### src/rtl/mem_req_arbiter_if.sv
// Requester and mem-side signal bundle for mem_req_arbiter; master is the arbiter view.
// Single-cycle combinational accept on req_ready_o, valid_o held until ready_i; no response backpressure.
interface mem_req_arbiter_if #(
   parameter int NUM_REQ    = 3,
   parameter int WIDTH      = 16,
   parameter int ADDR_WIDTH = 6
);
   logic [NUM_REQ-1:0]            req_valid_i;
   logic [NUM_REQ-1:0]            req_wr_rd_i;
   logic [NUM_REQ*ADDR_WIDTH-1:0] req_addr_i;
   logic [NUM_REQ*WIDTH-1:0]      req_wr_data_i;
   logic [NUM_REQ-1:0]            req_ready_o;
   logic [NUM_REQ-1:0]            rsp_valid_o;
   logic [WIDTH-1:0]              rsp_rd_data_o;
   logic                          valid_o;
   logic                          wr_rd_o;
   logic [ADDR_WIDTH-1:0]         addr_o;
   logic [WIDTH-1:0]              wr_data_o;
   logic                          ready_i;
   logic [WIDTH-1:0]              rd_data_i;

   modport master (
      input  req_valid_i, req_wr_rd_i, req_addr_i, req_wr_data_i, ready_i, rd_data_i,
      output req_ready_o, rsp_valid_o, rsp_rd_data_o, valid_o, wr_rd_o, addr_o, wr_data_o
   );

   modport slave (
      output req_valid_i, req_wr_rd_i, req_addr_i, req_wr_data_i, ready_i, rd_data_i,
      input  req_ready_o, rsp_valid_o, rsp_rd_data_o, valid_o, wr_rd_o, addr_o, wr_data_o
   );
endinterface

### src/rtl/mem_req_arbiter.sv
// Round-robin merge of NUM_REQ requesters onto one mem port; accept is combinational, issue 1 cycle later, read
// response RD_LATENCY+1 after the mem handshake; holds requests until ready_i. MEM_ARB_STATS_EN adds grant counters.
module mem_req_arbiter #(
   parameter int NUM_REQ    = 3,
   parameter int WIDTH      = 16,
   parameter int ADDR_WIDTH = 6,
   parameter int RD_LATENCY = 1
) (
   input  logic                  clk,
   input  logic                  rst,
   mem_req_arbiter_if.master     bus
`ifdef MEM_ARB_STATS_EN
   ,
   output logic [NUM_REQ*16-1:0] stat_grants_o
`endif
);

   localparam int ID_W = (NUM_REQ > 1) ? $clog2(NUM_REQ) : 1;

   typedef struct packed {
      logic                  wr_rd;
      logic [ADDR_WIDTH-1:0] addr;
      logic [WIDTH-1:0]      data;
   } req_t;

   typedef struct packed {
      logic            vld;
      logic [ID_W-1:0] id;
   } tag_t;

   typedef enum logic {IDLE, ISSUE} state_t;

   state_t          state, state_nxt;
   logic [ID_W-1:0] ptr;
   logic [ID_W-1:0] grant_id;
   logic [ID_W-1:0] issue_id;
   logic            grant_vld;
   logic            load;
   req_t            req_sel;
   req_t            held;
   tag_t            tag_pipe [RD_LATENCY];
   tag_t            tag_out;
   logic            rd_push;

   // First valid requester at or above ptr, wrapping.
   always_comb begin
      grant_vld = 1'b0;
      grant_id  = '0;
      for (int i = 0; i < NUM_REQ; i++) begin
         if (!grant_vld && bus.req_valid_i[(int'(ptr) + i) % NUM_REQ]) begin
            grant_vld = 1'b1;
            grant_id  = ID_W'((int'(ptr) + i) % NUM_REQ);
         end
      end
   end

   always_comb begin
      req_sel.wr_rd = bus.req_wr_rd_i[grant_id];
      req_sel.addr  = bus.req_addr_i[grant_id*ADDR_WIDTH +: ADDR_WIDTH];
      req_sel.data  = bus.req_wr_data_i[grant_id*WIDTH +: WIDTH];
   end

   always_comb begin
      state_nxt       = state;
      load            = 1'b0;
      bus.req_ready_o = '0;
      case (state)
         IDLE: begin
            if (grant_vld) begin
               bus.req_ready_o[grant_id] = 1'b1;
               load                      = 1'b1;
               state_nxt                 = ISSUE;
            end
         end
         ISSUE: begin
            if (bus.ready_i) state_nxt = IDLE;
         end
         default: state_nxt = IDLE;
      endcase
   end

   always_ff @(posedge clk) begin
      if (rst) begin
         state    <= IDLE;
         ptr      <= '0;
         held     <= '0;
         issue_id <= '0;
      end else begin
         state <= state_nxt;
         if (load) begin
            held     <= req_sel;
            issue_id <= grant_id;
            ptr      <= (grant_id == ID_W'(NUM_REQ - 1)) ? '0 : grant_id + 1'b1;
         end
      end
   end

   assign bus.valid_o   = (state == ISSUE);
   assign bus.wr_rd_o   = held.wr_rd;
   assign bus.addr_o    = held.addr;
   assign bus.wr_data_o = held.data;

   assign rd_push = bus.valid_o && bus.ready_i && !held.wr_rd;
   assign tag_out = tag_pipe[RD_LATENCY-1];

   // Tag shifts alongside mem's read pipeline so it exits the cycle rd_data_i is valid.
   always_ff @(posedge clk) begin
      if (rst) begin
         for (int i = 0; i < RD_LATENCY; i++) tag_pipe[i] <= '0;
      end else begin
         tag_pipe[0] <= '{vld: rd_push, id: issue_id};
         for (int i = 1; i < RD_LATENCY; i++) tag_pipe[i] <= tag_pipe[i-1];
      end
   end

   always_ff @(posedge clk) begin
      if (rst) begin
         bus.rsp_valid_o   <= '0;
         bus.rsp_rd_data_o <= '0;
      end else begin
         bus.rsp_valid_o <= tag_out.vld ? (NUM_REQ'(1) << tag_out.id) : '0;
         if (tag_out.vld) bus.rsp_rd_data_o <= bus.rd_data_i;
      end
   end

`ifdef MEM_ARB_STATS_EN
   always_ff @(posedge clk) begin
      if (rst) begin
         stat_grants_o <= '0;
      end else if (load && stat_grants_o[grant_id*16 +: 16] != 16'hFFFF) begin
         stat_grants_o[grant_id*16 +: 16] <= stat_grants_o[grant_id*16 +: 16] + 16'd1;
      end
   end
`endif

endmodule

### src/flat_wrapper.sv
// flat-port wrapper written by rule: the top's interface ports become plain ports
module mem_req_arbiter_flat 
#(
   parameter int NUM_REQ    = 3,
   parameter int WIDTH      = 16,
   parameter int ADDR_WIDTH = 6,
   parameter int RD_LATENCY = 1
)
  (clk, rst, bus_req_valid_i, bus_req_wr_rd_i, bus_req_addr_i, bus_req_wr_data_i, bus_ready_i, bus_rd_data_i, bus_req_ready_o, bus_rsp_valid_o, bus_rsp_rd_data_o, bus_valid_o, bus_wr_rd_o, bus_addr_o, bus_wr_data_o);
  mem_req_arbiter_if #(.NUM_REQ(NUM_REQ), .WIDTH(WIDTH), .ADDR_WIDTH(ADDR_WIDTH)) bus_i ();
  input  logic clk;
  input  logic rst;
  input wire logic [$bits(bus_i.req_valid_i)-1:0] bus_req_valid_i;
  input wire logic [$bits(bus_i.req_wr_rd_i)-1:0] bus_req_wr_rd_i;
  input wire logic [$bits(bus_i.req_addr_i)-1:0] bus_req_addr_i;
  input wire logic [$bits(bus_i.req_wr_data_i)-1:0] bus_req_wr_data_i;
  input wire logic [$bits(bus_i.ready_i)-1:0] bus_ready_i;
  input wire logic [$bits(bus_i.rd_data_i)-1:0] bus_rd_data_i;
  output wire logic [$bits(bus_i.req_ready_o)-1:0] bus_req_ready_o;
  output wire logic [$bits(bus_i.rsp_valid_o)-1:0] bus_rsp_valid_o;
  output wire logic [$bits(bus_i.rsp_rd_data_o)-1:0] bus_rsp_rd_data_o;
  output wire logic [$bits(bus_i.valid_o)-1:0] bus_valid_o;
  output wire logic [$bits(bus_i.wr_rd_o)-1:0] bus_wr_rd_o;
  output wire logic [$bits(bus_i.addr_o)-1:0] bus_addr_o;
  output wire logic [$bits(bus_i.wr_data_o)-1:0] bus_wr_data_o;
  assign bus_i.req_valid_i = bus_req_valid_i;
  assign bus_i.req_wr_rd_i = bus_req_wr_rd_i;
  assign bus_i.req_addr_i = bus_req_addr_i;
  assign bus_i.req_wr_data_i = bus_req_wr_data_i;
  assign bus_i.ready_i = bus_ready_i;
  assign bus_i.rd_data_i = bus_rd_data_i;
  assign bus_req_ready_o = bus_i.req_ready_o;
  assign bus_rsp_valid_o = bus_i.rsp_valid_o;
  assign bus_rsp_rd_data_o = bus_i.rsp_rd_data_o;
  assign bus_valid_o = bus_i.valid_o;
  assign bus_wr_rd_o = bus_i.wr_rd_o;
  assign bus_addr_o = bus_i.addr_o;
  assign bus_wr_data_o = bus_i.wr_data_o;
  mem_req_arbiter #(.NUM_REQ(NUM_REQ), .WIDTH(WIDTH), .ADDR_WIDTH(ADDR_WIDTH), .RD_LATENCY(RD_LATENCY)) u_core (.clk(clk), .rst(rst), .bus(bus_i));
endmodule
### config.mk
export PLATFORM = sky130hd
export DESIGN_NAME = mem_req_arbiter_flat
export DESIGN_NICKNAME = d
export VERILOG_FILES = /design/src/rtl/mem_req_arbiter_if.sv /design/src/rtl/mem_req_arbiter.sv /design/src/flat_wrapper.sv
export SDC_FILE = /design/constraint.sdc
export NUM_CORES = 1
export LEC_CHECK = 0
export ABC_AREA = 1
export CAP_MARGIN = 20
export CORE_MARGIN = 4
export CORE_UTILIZATION = 43
export CTS_CLUSTER_SIZE = 25
export DETAILED_ROUTE_END_ITERATION = 12
export GPL_ROUTABILITY_DRIVEN = 0
export PLACE_DENSITY = 0.95
export SYNTH_ARGS = -nofsm -noshare
export SYNTH_HDL_FRONTEND = slang
export SYNTH_SLANG_ARGS = --single-unit
### constraint.sdc
create_clock -name clk -period 3.4 [get_ports clk]
set_input_delay 0.68 -clock clk [delete_from_list [all_inputs] [get_ports clk]]
set_output_delay 0.68 -clock clk [all_outputs]
set_load 0.02 [all_outputs]
==> flow_summary.ini <==
[outcome]
outcome = completed

[routing]
route.detailed.drc = 0
drt_iter0_markers = 103
dr.pass1.iters = 5
viasPerCell = 5.156
ant_nets = 0
wl_per_cell_microns = 14.16
drt_wl_total_microns = 8168
vias = 2975

[floorplan]
num_io_pins = 137
rows = 28
core_sq_um = 5956
die_area_sq_um = 7515
die_w_microns = 86.69
die_y_microns = 86.69
start_util_pct = 44.71

[synth]
ys_seq_elements = 50
synth_common_cells = 74 x nand2_1, 57 x nor2_1, 50 x dfxtp_1, 41 x o21ai_0, 33 x a21oi_1
netlist_instances = 373
postSynth.asyncResetShare_pct = 0
ys_types = 31
synth_top_area_share_pct = 37.59
synth_edf_count = 0
syn_avg_cell_area_sq_um = 7.138
synth_fp_nets = 468
yosysWarnings = 0
synth_top_cell_by_area = dfxtp_1
synth-seq-area-share_pct = 37.59
synth_area_leaders = dfxtp_1 38%, nand2_1 10%, nor2_1 8.0%, o21ai_0 7.7%, a21oi_1 6.2%
synth.most_common_cell = nand2_1
synth_top_flop_cell = dfxtp_1
netlist_area_sq_um = 2663

[timing]
hold_viol_final = 0
timing.final.crit_period_ns = 3.164
setup_tns_ns = 0
tightest_slew_ns = 0.5014
rsz0062_at_grt = false
period_share_pct = 93.06
relSlewSlack_pct = 66.53
skew_ns = 0.008058
fmax_mhz = 316.0
finalMaxSlewViolations = 0
final.setup.worst_slack_ns = 0.2358
setup_viol = 0

[placement]
post-place-ws_ns = -0.02264
port_buffers = 136
post-place-cells = 569
hpwl_microns = 6092

[finish]
drive_above_1_share_pct = 10.16
n_antenna_cell = 0
area_growth_pct = 54.28
fill_cells = 492
instances_no_fill = 577
nets = 596

[worst_setup_path]
critPathRequiredTime_ns = 2.72
cp_slowest_cell = clkdlybuf4s50_1
cp-end-kind = primary output
crit_fanout = 3
path_class = input pin to primary output
worst_ep_arrival_time_ns = 2.48
max_stage_delay_ns = 0.48
cp_common_cell = nor2_4
r2r_start = u_core.ptr[0]$_SDFFE_PP0P_
startpoint = bus_req_valid_i[1]
crit_chain = clkdlybuf4s50_1, inv_1, o21ai_0, nand2_2, nand3_4, nor2_4, nor2_4, inv_4, nor2_4, inv_1, nor2_1, dlygate4sd2_1
startpoint_type = input pin

[power]
p_leak_nw = 1.779
powerDensity_nw_per_um2 = 961.5
vdd_drop_max_mv = 1.314
p_total_mw = 3.950

[global_route]
grt_pass1_wl_microns = 12790
antenna_found_initial = 0
grt_max_degree = 33
track_usage_pct = 20.85
overflow = 0
first_global_vias = 2915

[cts]
cts_root_buffer = clkbuf_8
h-tree-depth = 2
clk_pin_slew_ns = 0.09
cts_sinks = 50
cts_tree = done
cts_buffer_depth = 2
cts_buffers = 5
postCtsHoldBufs = 0
cts_setup_buffers = 0
clk_latency_ns = 0.30

[job]
drv_cap = 0

[worst_hold_path]
min_from = u_core.issue_id[0]$_SDFFE_PP0P_
hold_path_class = register to register
-- final cells by class --
cell class | count | area [sq um] | share of cell area (%)
sequential | 50 | 1001 | 24.37
multi-input combinational | 279 | 1391 | 33.87
clock buffer | 5 | 68.82 | 1.675
clock inverter | 3 | 45.04 | 1.097
timing repair buffer | 145 | 1429 | 34.79
inverter | 20 | 78.83 | 1.919
tap | 75 | 93.84 | 2.284
-- metal layers --
layer	vias to the layer above	routed length (microns)	global-route usage, %
met5	-	0	0
met3	8	793	6.274
li1	1476	-	-
met4	0	102	5.666
met2	144	4106	38.11
met1	1347	3165	23.31
-- kinds of logic after synthesis --
kind of cell             synth area share [%]
flip-flops                              37.59
AO/OA/AOI/OAI                           14.76
AND/OR/NAND/NOR                         35.62
adder cells (fa/ha/maj)                 1.880
buffers and inverters                   10.15
-- worst paths after layout --
kind / to / slack (ns) / cells past startpoint
setup reg to reg: u_core.bus.wr_data_o[12]$_SDFFE_PP0P_ / 1.05 / 11
hold / removal: u_core.tag_pipe[0][0]$_SDFF_PP0_ / 0.43 / 2
hold reg to reg: u_core.tag_pipe[0][0]$_SDFF_PP0_ / 0.43 / 2
setup / recovery: bus_req_ready_o[1] / 0.24 / 12
-- layout by cell type, fill, tap and decap left out, types with 2 or more instances in the layout --
| master | instances |
|---|---|
| a21oi_1 | 33 |
| buf_4 | 9 |
| clkbuf_8 | 5 |
| clkdlybuf4s50_1 | 133 |
| clkinvlp_4 | 2 |
| dfxtp_1 | 50 |
| dlygate4sd2_1 | 2 |
| ha_1 | 4 |
| inv_1 | 12 |
| inv_2 | 5 |
| nand2_1 | 74 |
| nand2_2 | 15 |
| nand2_4 | 2 |
| nand3_1 | 30 |
| nand3_2 | 3 |
| nand3_4 | 2 |
| nand4_1 | 8 |
| nor2_1 | 57 |
| nor2_4 | 3 |
| o21ai_0 | 41 |
-- stage by stage --
step | util (%) | hold WS [ns] | cell area, sq um
floorplan | - | 0.3997 | 2663
global placement | 67.06 | 0.4056 | 3994
detailed placement | 67.06 | 0.4155 | 3994
CTS | 68.93 | 0.4294 | 4105
global route | 68.97 | 0.4645 | 4108
finish | 68.97 | 0.4281 | 4108
-- where the power goes --
part           internal, mW  total [mW]  switching [mW]  leakage, nW
Sequential            0.758       0.855          0.0967        0.411
Clock                 0.219       0.419           0.200       0.0504
Combinational         0.996        2.68            1.68         1.32
Total                  1.97        3.95            1.98         1.78
-- critical path: cells and delay by family --
kind	cells	cell delay (ns)
AND/OR/NAND/NOR	6	0.59
buffers and inverters	5	1.00
AO/OA/AOI/OAI	1	0.22
-- state kept, by name, indices dropped and copies added (netlist names) --
name and count:
u_core.bus.addr_o 6, u_core.bus.rsp_rd_data_o 16, u_core.bus.rsp_valid_o 3, u_core.bus.valid_o 1, u_core.bus.wr_data_o 16, u_core.bus.wr_rd_o 1
u_core.issue_id 2, u_core.ptr 2, u_core.tag_pipe 3
-- timing repair --
| item | in CTS | in global routing |
|---|---|---|
| endpoints found under the setup margin | 2 | 1 |
| cloned | 0 | 0 |
| pin swaps | 0 | 0 |
| resized for setup | 2 | 1 |
| hold endpoints to repair | 0 | 0 |
Power figures use the tool's default switching activity.
